## src/rtl/prog_loader.sv

```systemverilog
// prog_loader: loads a program stream (ORG, CNT, CNT data words[, SUM]) into RAM via MI/RI strobes, then writes the start vector.
// Latency: at least 3 cycles per data word; done/cpu_hold change one registered cycle after the DONE state is entered.
// Backpressure: in_ready is high only in the GET_* states. Define PROG_LOADER_CHECKSUM_EN to enable SUM checking.

module prog_loader #(
  parameter int WIDTH = 16
) (
  input  logic             clk,
  input  logic             reset,
  input  logic             start,
  input  logic             in_valid,
  input  logic [WIDTH-1:0] in_data,
  output logic             in_ready,
  output logic             MI,
  output logic             RI,
  output logic [WIDTH-1:0] write,
  output logic             cpu_hold,
  output logic             done,
  output logic             error
);

  typedef enum logic [3:0] {
    IDLE     = 4'd0,
    GET_ORG  = 4'd1,
    GET_CNT  = 4'd2,
    GET_DATA = 4'd3,
    SET_MAR  = 4'd4,
    WR_DATA  = 4'd5,
    VEC_MAR  = 4'd6,
    VEC_WR   = 4'd7,
    DONE     = 4'd8
`ifdef PROG_LOADER_CHECKSUM_EN
    ,
    GET_SUM  = 4'd9,
    ERROR    = 4'd10
`endif
  } state_t;

  localparam logic [WIDTH-1:0] ONE = WIDTH'(1);

  // Where the FSM goes once the last data word (or a zero count) has been handled.
`ifdef PROG_LOADER_CHECKSUM_EN
  localparam state_t AFTER_DATA = GET_SUM;
`else
  localparam state_t AFTER_DATA = VEC_MAR;
`endif

  state_t           state_q, state_d;
  logic [WIDTH-1:0] addr_q, addr_d;   // next RAM address to write
  logic [WIDTH-1:0] cnt_q, cnt_d;     // data words still to be written
  logic [WIDTH-1:0] org_q, org_d;     // first load address, needed for the vector
  logic [WIDTH-1:0] data_q, data_d;   // data word waiting to be written
  logic             done_q, done_d;
  logic [WIDTH-1:0] cnt_dec;

`ifdef PROG_LOADER_CHECKSUM_EN
  logic [WIDTH-1:0] sum_q, sum_d;     // running ORG + CNT + data sum
  logic             error_q, error_d;
`endif

  assign cnt_dec = cnt_q - ONE;

  // Next-state, datapath updates and decoded memory-bus outputs.
  always_comb begin
    state_d  = state_q;
    addr_d   = addr_q;
    cnt_d    = cnt_q;
    org_d    = org_q;
    data_d   = data_q;
`ifdef PROG_LOADER_CHECKSUM_EN
    sum_d    = sum_q;
`endif
    in_ready = 1'b0;
    MI       = 1'b0;
    RI       = 1'b0;
    write    = '0;

    case (state_q)
      IDLE, DONE: begin
        if (start) state_d = GET_ORG;
      end
`ifdef PROG_LOADER_CHECKSUM_EN
      ERROR: begin
        if (start) state_d = GET_ORG;
      end
`endif
      GET_ORG: begin
        in_ready = 1'b1;
        if (in_valid) begin
          addr_d  = in_data;
          org_d   = in_data;
`ifdef PROG_LOADER_CHECKSUM_EN
          sum_d   = in_data;
`endif
          state_d = GET_CNT;
        end
      end
      GET_CNT: begin
        in_ready = 1'b1;
        if (in_valid) begin
          cnt_d   = in_data;
`ifdef PROG_LOADER_CHECKSUM_EN
          sum_d   = sum_q + in_data;
`endif
          state_d = (in_data == '0) ? AFTER_DATA : GET_DATA;
        end
      end
      GET_DATA: begin
        in_ready = 1'b1;
        if (in_valid) begin
          data_d  = in_data;
`ifdef PROG_LOADER_CHECKSUM_EN
          sum_d   = sum_q + in_data;
`endif
          state_d = SET_MAR;
        end
      end
      SET_MAR: begin
        MI      = 1'b1;
        write   = addr_q;
        state_d = WR_DATA;
      end
      WR_DATA: begin
        RI      = 1'b1;
        write   = data_q;
        addr_d  = addr_q + ONE;
        cnt_d   = cnt_dec;
        state_d = (cnt_dec != '0) ? GET_DATA : AFTER_DATA;
      end
      VEC_MAR: begin
        MI      = 1'b1;
        write   = '0;
        state_d = VEC_WR;
      end
      VEC_WR: begin
        // The processor increments its PC before the first fetch, so store ORG-1.
        RI      = 1'b1;
        write   = org_q - ONE;
        state_d = DONE;
      end
`ifdef PROG_LOADER_CHECKSUM_EN
      GET_SUM: begin
        in_ready = 1'b1;
        if (in_valid) begin
          state_d = (in_data == sum_q) ? VEC_MAR : ERROR;
        end
      end
`endif
      default: begin
        state_d = IDLE;
      end
    endcase
  end

  // Status flags are registered off the current state; a start pulse clears them on the same edge the session restarts.
  always_comb begin
    done_d  = (state_q == DONE) && !start;
`ifdef PROG_LOADER_CHECKSUM_EN
    error_d = (state_q == ERROR) && !start;
`endif
  end

  // State and datapath registers with synchronous reset.
  always_ff @(posedge clk) begin
    if (reset) begin
      state_q <= IDLE;
      addr_q  <= '0;
      cnt_q   <= '0;
      org_q   <= '0;
      data_q  <= '0;
      done_q  <= 1'b0;
`ifdef PROG_LOADER_CHECKSUM_EN
      sum_q   <= '0;
      error_q <= 1'b0;
`endif
    end else begin
      state_q <= state_d;
      addr_q  <= addr_d;
      cnt_q   <= cnt_d;
      org_q   <= org_d;
      data_q  <= data_d;
      done_q  <= done_d;
`ifdef PROG_LOADER_CHECKSUM_EN
      sum_q   <= sum_d;
      error_q <= error_d;
`endif
    end
  end

  assign done     = done_q;
  assign cpu_hold = ~done_q;

`ifdef PROG_LOADER_CHECKSUM_EN
  assign error = error_q;
`else
  assign error = 1'b0;
`endif

endmodule

```

## config.mk

```make
export PLATFORM = sky130hd
export DESIGN_NAME = prog_loader
export DESIGN_NICKNAME = d
export VERILOG_FILES = /design/src/rtl/prog_loader.sv
export SDC_FILE = /design/constraint.sdc
export NUM_CORES = 1
export LEC_CHECK = 0
export CAP_MARGIN = 20
export CORE_MARGIN = 5
export CORE_UTILIZATION = 40
export DETAILED_ROUTE_END_ITERATION = 10
export GPL_ROUTABILITY_DRIVEN = 1
export PLACE_DENSITY = 0.66
export SYNTH_ARGS = -nofsm -noshare
export SYNTH_HDL_FRONTEND = slang
export SYNTH_SLANG_ARGS = --single-unit
```

## constraint.sdc

```tcl
create_clock -name clk -period 4.3 [get_ports clk]
set_clock_uncertainty 0.15 [all_clocks]
set_input_delay 0.645 -clock clk [delete_from_list [all_inputs] [get_ports clk]]
set_output_delay 0.645 -clock clk [all_outputs]
set_load 0.1 [all_outputs]
```

Yosys cells after proc, flatten, opt, wreduce, memory -nomap -nowiden --
Index checks and enable logic that the tools add are counted.
Storage, ports and cells: register bits after elaboration 69, bits of input ports 20, output and inout port bits 22, logic and storage cells 52
Cells by class: add/subtract/negate cells 3, equality and inequality tests 12, muxes and demuxes 14, bitwise logic cells 1, reduce and logical (&&, ||, !) cells 16
Operators with widths (count):
- $pmux W16 S2 | 2
- $pmux W16 S3 | 1
- $pmux W4 S8 | 1
- $sub A16 B1 Y16 const B | 2
- $add A16 B1 Y16 const B | 1
- $eq A4 B3 Y1 const B | 4
- $logic_not A16 Y1 | 1
- $mux W16 | 1
- $mux W4 | 4
- $reduce_bool A16 Y1 | 1
- $eq A4 B2 Y1 const B | 2
- $ne A2 B2 Y1 const B | 4
- $reduce_and A2 Y1 | 4
- $mux W3 | 2
- $reduce_or A2 Y1 | 3
- $eq A4 B1 Y1 const B | 1
- $eq A4 B4 Y1 const B | 1
- $logic_not A4 Y1 | 1
- $reduce_and A4 Y1 | 1
- $reduce_bool A2 Y1 | 2
- $mux W1 | 3
- $reduce_or A3 Y1 | 1
- $logic_and A1 B1 Y1 | 1
- $logic_not A1 Y1 | 1
- $not A1 Y1 | 1

Logic depth before layout (Yosys ltp) --
depth in word-level cells 4, gate-level depth with buffers 7, mapped depth without buffers 7

Worst setup path before layout --
No wires, ideal clock.
path kind register to output, start point register state_q[2], end point output port write[12], arrival time 4.254 ns, required time 3.505 ns, path slack -0.749 ns, stages on the path, launching flop included 7, path buffers 2, cells stage by stage dfxtp_1 clkbuf_1 nand2b_1 clkbuf_1 nor2_1 nand2_1 o22ai_1
Between the ends: word-level cells in the longest chain between the ends 2, elaborated cells on any way between the ends 4, those cells by class eq/ne (3); mux (1)
Ends and longest elaborated chain:
- start, declared | line 48 | state_t state_q, state_d;
- start signal, assigned | line 177 | state_q <= state_d;
- $eq A4 B3 Y1 | line 78 | case (state_q)
- $pmux W16 S3 (*) | line 78
- end, declared | line 16 | output logic [WIDTH-1:0] write,
Every way passes the cells marked *; elsewhere a longest branch is shown, timed or not.

Final worst setup path --
start point register org_q[0], end point output port write[15]
Between the ends: word-level cells in the longest chain between the ends 2
Ends and longest elaborated chain:
- start, declared | line 51 | logic [WIDTH-1:0] org_q, org_d;
- start signal, assigned | line 180 | org_q <= org_d;
- $sub A16 B1 Y16 | line 138 | write = org_q - ONE;
- $pmux W16 S3 | line 78
Every way passes these cells.

==> metrics.yaml <==
outcome: "completed"
synth.top_cell.area_share_pct: 35.9
numCtsBuffers: 9
async_reset_ff_share_pct: 0
htreeDepth: 3
postPlaceCellArea_um2: 4350
die-width_um: 108
path_clk_slew_ns: 0.08
multiInputGateArea_um2: 2350
grt_util_all_layers_pct: 21.3
synth_area_leader_cell: "dfxtp_1"
worst_setup_path_end_kind: "output port"
fin_setup_tns_ns: 0
slew_headroom_pct: 35.0
hp-class: "reg2reg"
final_cell_mix: "100 x nand2_1, 69 x dfxtp_1, 60 x a21oi_1"
clock_latency_ns: 0.35
maxCapViolCount: 0
switching_share_pct: 31.3
postCtsSetupRepairBufs: 0
final_area_um2: 4560
ys_ff_latch: 69
worstHoldStart: "data_q[7]"
totalWireLength_mm: 12.1
cp-start-kind: "flop"
hold_viol: 0
ant_nets: 0
wl_per_cell_um: 17.8
cts_sinks: 69
drtPass1Iterations: 5
insertedDiodeCount: 0
worst_slew_pin_slew_ns: 0.972
layout_commonest_cell: "nand2_1"
port_buffers: 40
routed_via_density: 5.94
intPower_mw: 1.11
ys_seq_area_share_pct: 35.9
clockRootBuffer: "clkbuf_8"
crit_arrival_ns: 2.70
peakVddDrop_v: 0.000196
cts_buffer_depth: 2
syn_area_per_cell_um2: 7.45
syn_area_um2: 3850
final_max_slew_viol_count: 0
syn2layout_area_growth_pct: 18.5
core_area_um2: 9330
grt_pass1_wl_mm: 19.7
rsz0062_at_grt: "false"
vias: 4025
rows: 35
synth-edff-count: 0
r2r_start: "cnt_q[0]"
fmax_mhz: 286
timing.rr.end: "state_q[2]"
layout.cells.non_filler: 678
top_level_ports: 42
fillers: 954
crit_type: "reg2out"
gr-total-overflow: 0
min_to: "data_q[7]"
cts_tree: "yes"
pwr-share-clk_pct: 35.3
power_density_nw_per_um2: 353
dp_hpwl_mm: 8.57
final_util_pct: 48.9
power.share.sequential_pct: 43.9
synth_cell_types: 55
fin_crit_sh_pct: 81.2
drt_iter0_drc: 266
nNetsFinal: 568
syn-num-nets: 540
netlist_instances: 516
path_max_fanout: 5
seqCellArea_um2: 1380
p_sw_mw: 0.503
r2r_slack_ns: 1.58
synth_warnings: 0
post_cts_resize_count: 0
grt_max_degree: 36
grt_antenna_before_repair: 0
grt_pass1_vias: 3937
setup_viol: 0
routabilityCongestion: 0.884
fin_crit_ns: 3.49
combPwrFrac_pct: 20.8
initial_core_util_pct: 41.2
whs_ns: 0.304
postCtsHoldBufs: 0
p_leak_nw: 1.53
placed_cells: 662
route.detailed.drc: 0
worst-r2r-cell-count: 7
synth.area.top_cells: "dfxtp_1 36%, nand2_1 9.8%, a21oi_1 7.8%"
fp.dieH_um: 108
fp.dieArea_um2: 11700
ys.flop_type: "dfxtp_1"
worstPathRequired_ns: 3.50
drive_gt1_share_pct: 11.3
whs_path_depth: 2
through the flow:
step / setup slack, ns / power (mW)
floorplan: 0.323 / 0.952
global placement: 1.33 / 1.04
detailed placement: 1.20 / 1.05
CTS: 0.816 / 1.61
global route: 0.661 / 1.68
finish: 0.807 / 1.61
synthesized netlist by cell type, drive strengths merged (3+ instances only):
cell,number
nand2,100
xnor2,11
o21a,3
nand4,8
or3,8
o211ai,11
nor4,16
o22ai,8
or4,6
o41ai,3
and2,3
a21oi,60
xor2,4
o21ai,20
nor3b,4
clkbuf,29
dfxtp,69
o311ai,3
mux2i,8
a31oi,15
nand2b,3
buf,3
a211oi,7
nor2,41
nand3,13
nor3,10
and3,5
inv,9
ha,4
kinds of logic (layout without fill, tap and decap cells):
group	Yosys count	in the layout	synth area share (%)
AOI/OAI and AO/OA	147	147	23.4
muxes	9	9	2.37
adders and majority gates	4	4	1.30
DFF	69	69	35.9
buffers and inverters	42	75	4.20
and+or+nand+nor	229	229	29.3
xor gates and xnor gates	15	15	3.42
other	1	1	0.0975
per-layer routing:
metal  global-route usage [%]  up-vias  wire (um)
li1                         -     1937          -
met1                     27.6     1915       5210
met2                     35.3      151       5810
met3                     5.13       22        841
met4                     5.95        0        240
met5                        0        -          0
power by group through the flow:
| stage | logic (mW) | clock network [mW] | registers [mW] |
|---|---|---|---|
| global route | 0.365 | 0.604 | 0.712 |
| global placement | 0.326 | 0 | 0.719 |
| detailed placement | 0.331 | 0 | 0.721 |
| finish | 0.335 | 0.568 | 0.707 |
| CTS | 0.333 | 0.575 | 0.706 |
| floorplan | 0.245 | 0 | 0.706 |
layout make-up:
| cell class | count | share of cell area [%] |
|---|---|---|
| tap | 129 | 3.54 |
| sequential | 69 | 30.3 |
| clock buffer | 13 | 3.71 |
| timing repair buffer | 49 | 9.12 |
| clock inverter | 3 | 0.934 |
| inverter | 10 | 0.824 |
| multi-input combinational | 405 | 51.6 |
critical path: stages (launching register included):
cell	delay, ns
dfxtp_1	0.34
or4_1	0.60
nor4_2	0.51
and4bb_2	0.35
xnor2_1	0.08
o22ai_2	0.15
buf_4	0.32
worst max path at each step:
stage	start	endpoint	slack, ns	depth (start not counted)
floorplan	state_q[2]	write[11]	0.32	6
global placement	org_q[0]	write[13]	1.33	6
detailed placement	org_q[0]	write[15]	1.20	6
CTS	org_q[0]	write[15]	0.82	6
global route	org_q[0]	write[14]	0.66	8
finish	org_q[0]	write[15]	0.81	6
flip-flops by register name, summed over array words and instances (netlist names):
name	cells
org_q	16
done	1
state_q	4
cnt_q	16
data_q	16
addr_q	16
Note: power is estimated with default switching activity, not from simulation.
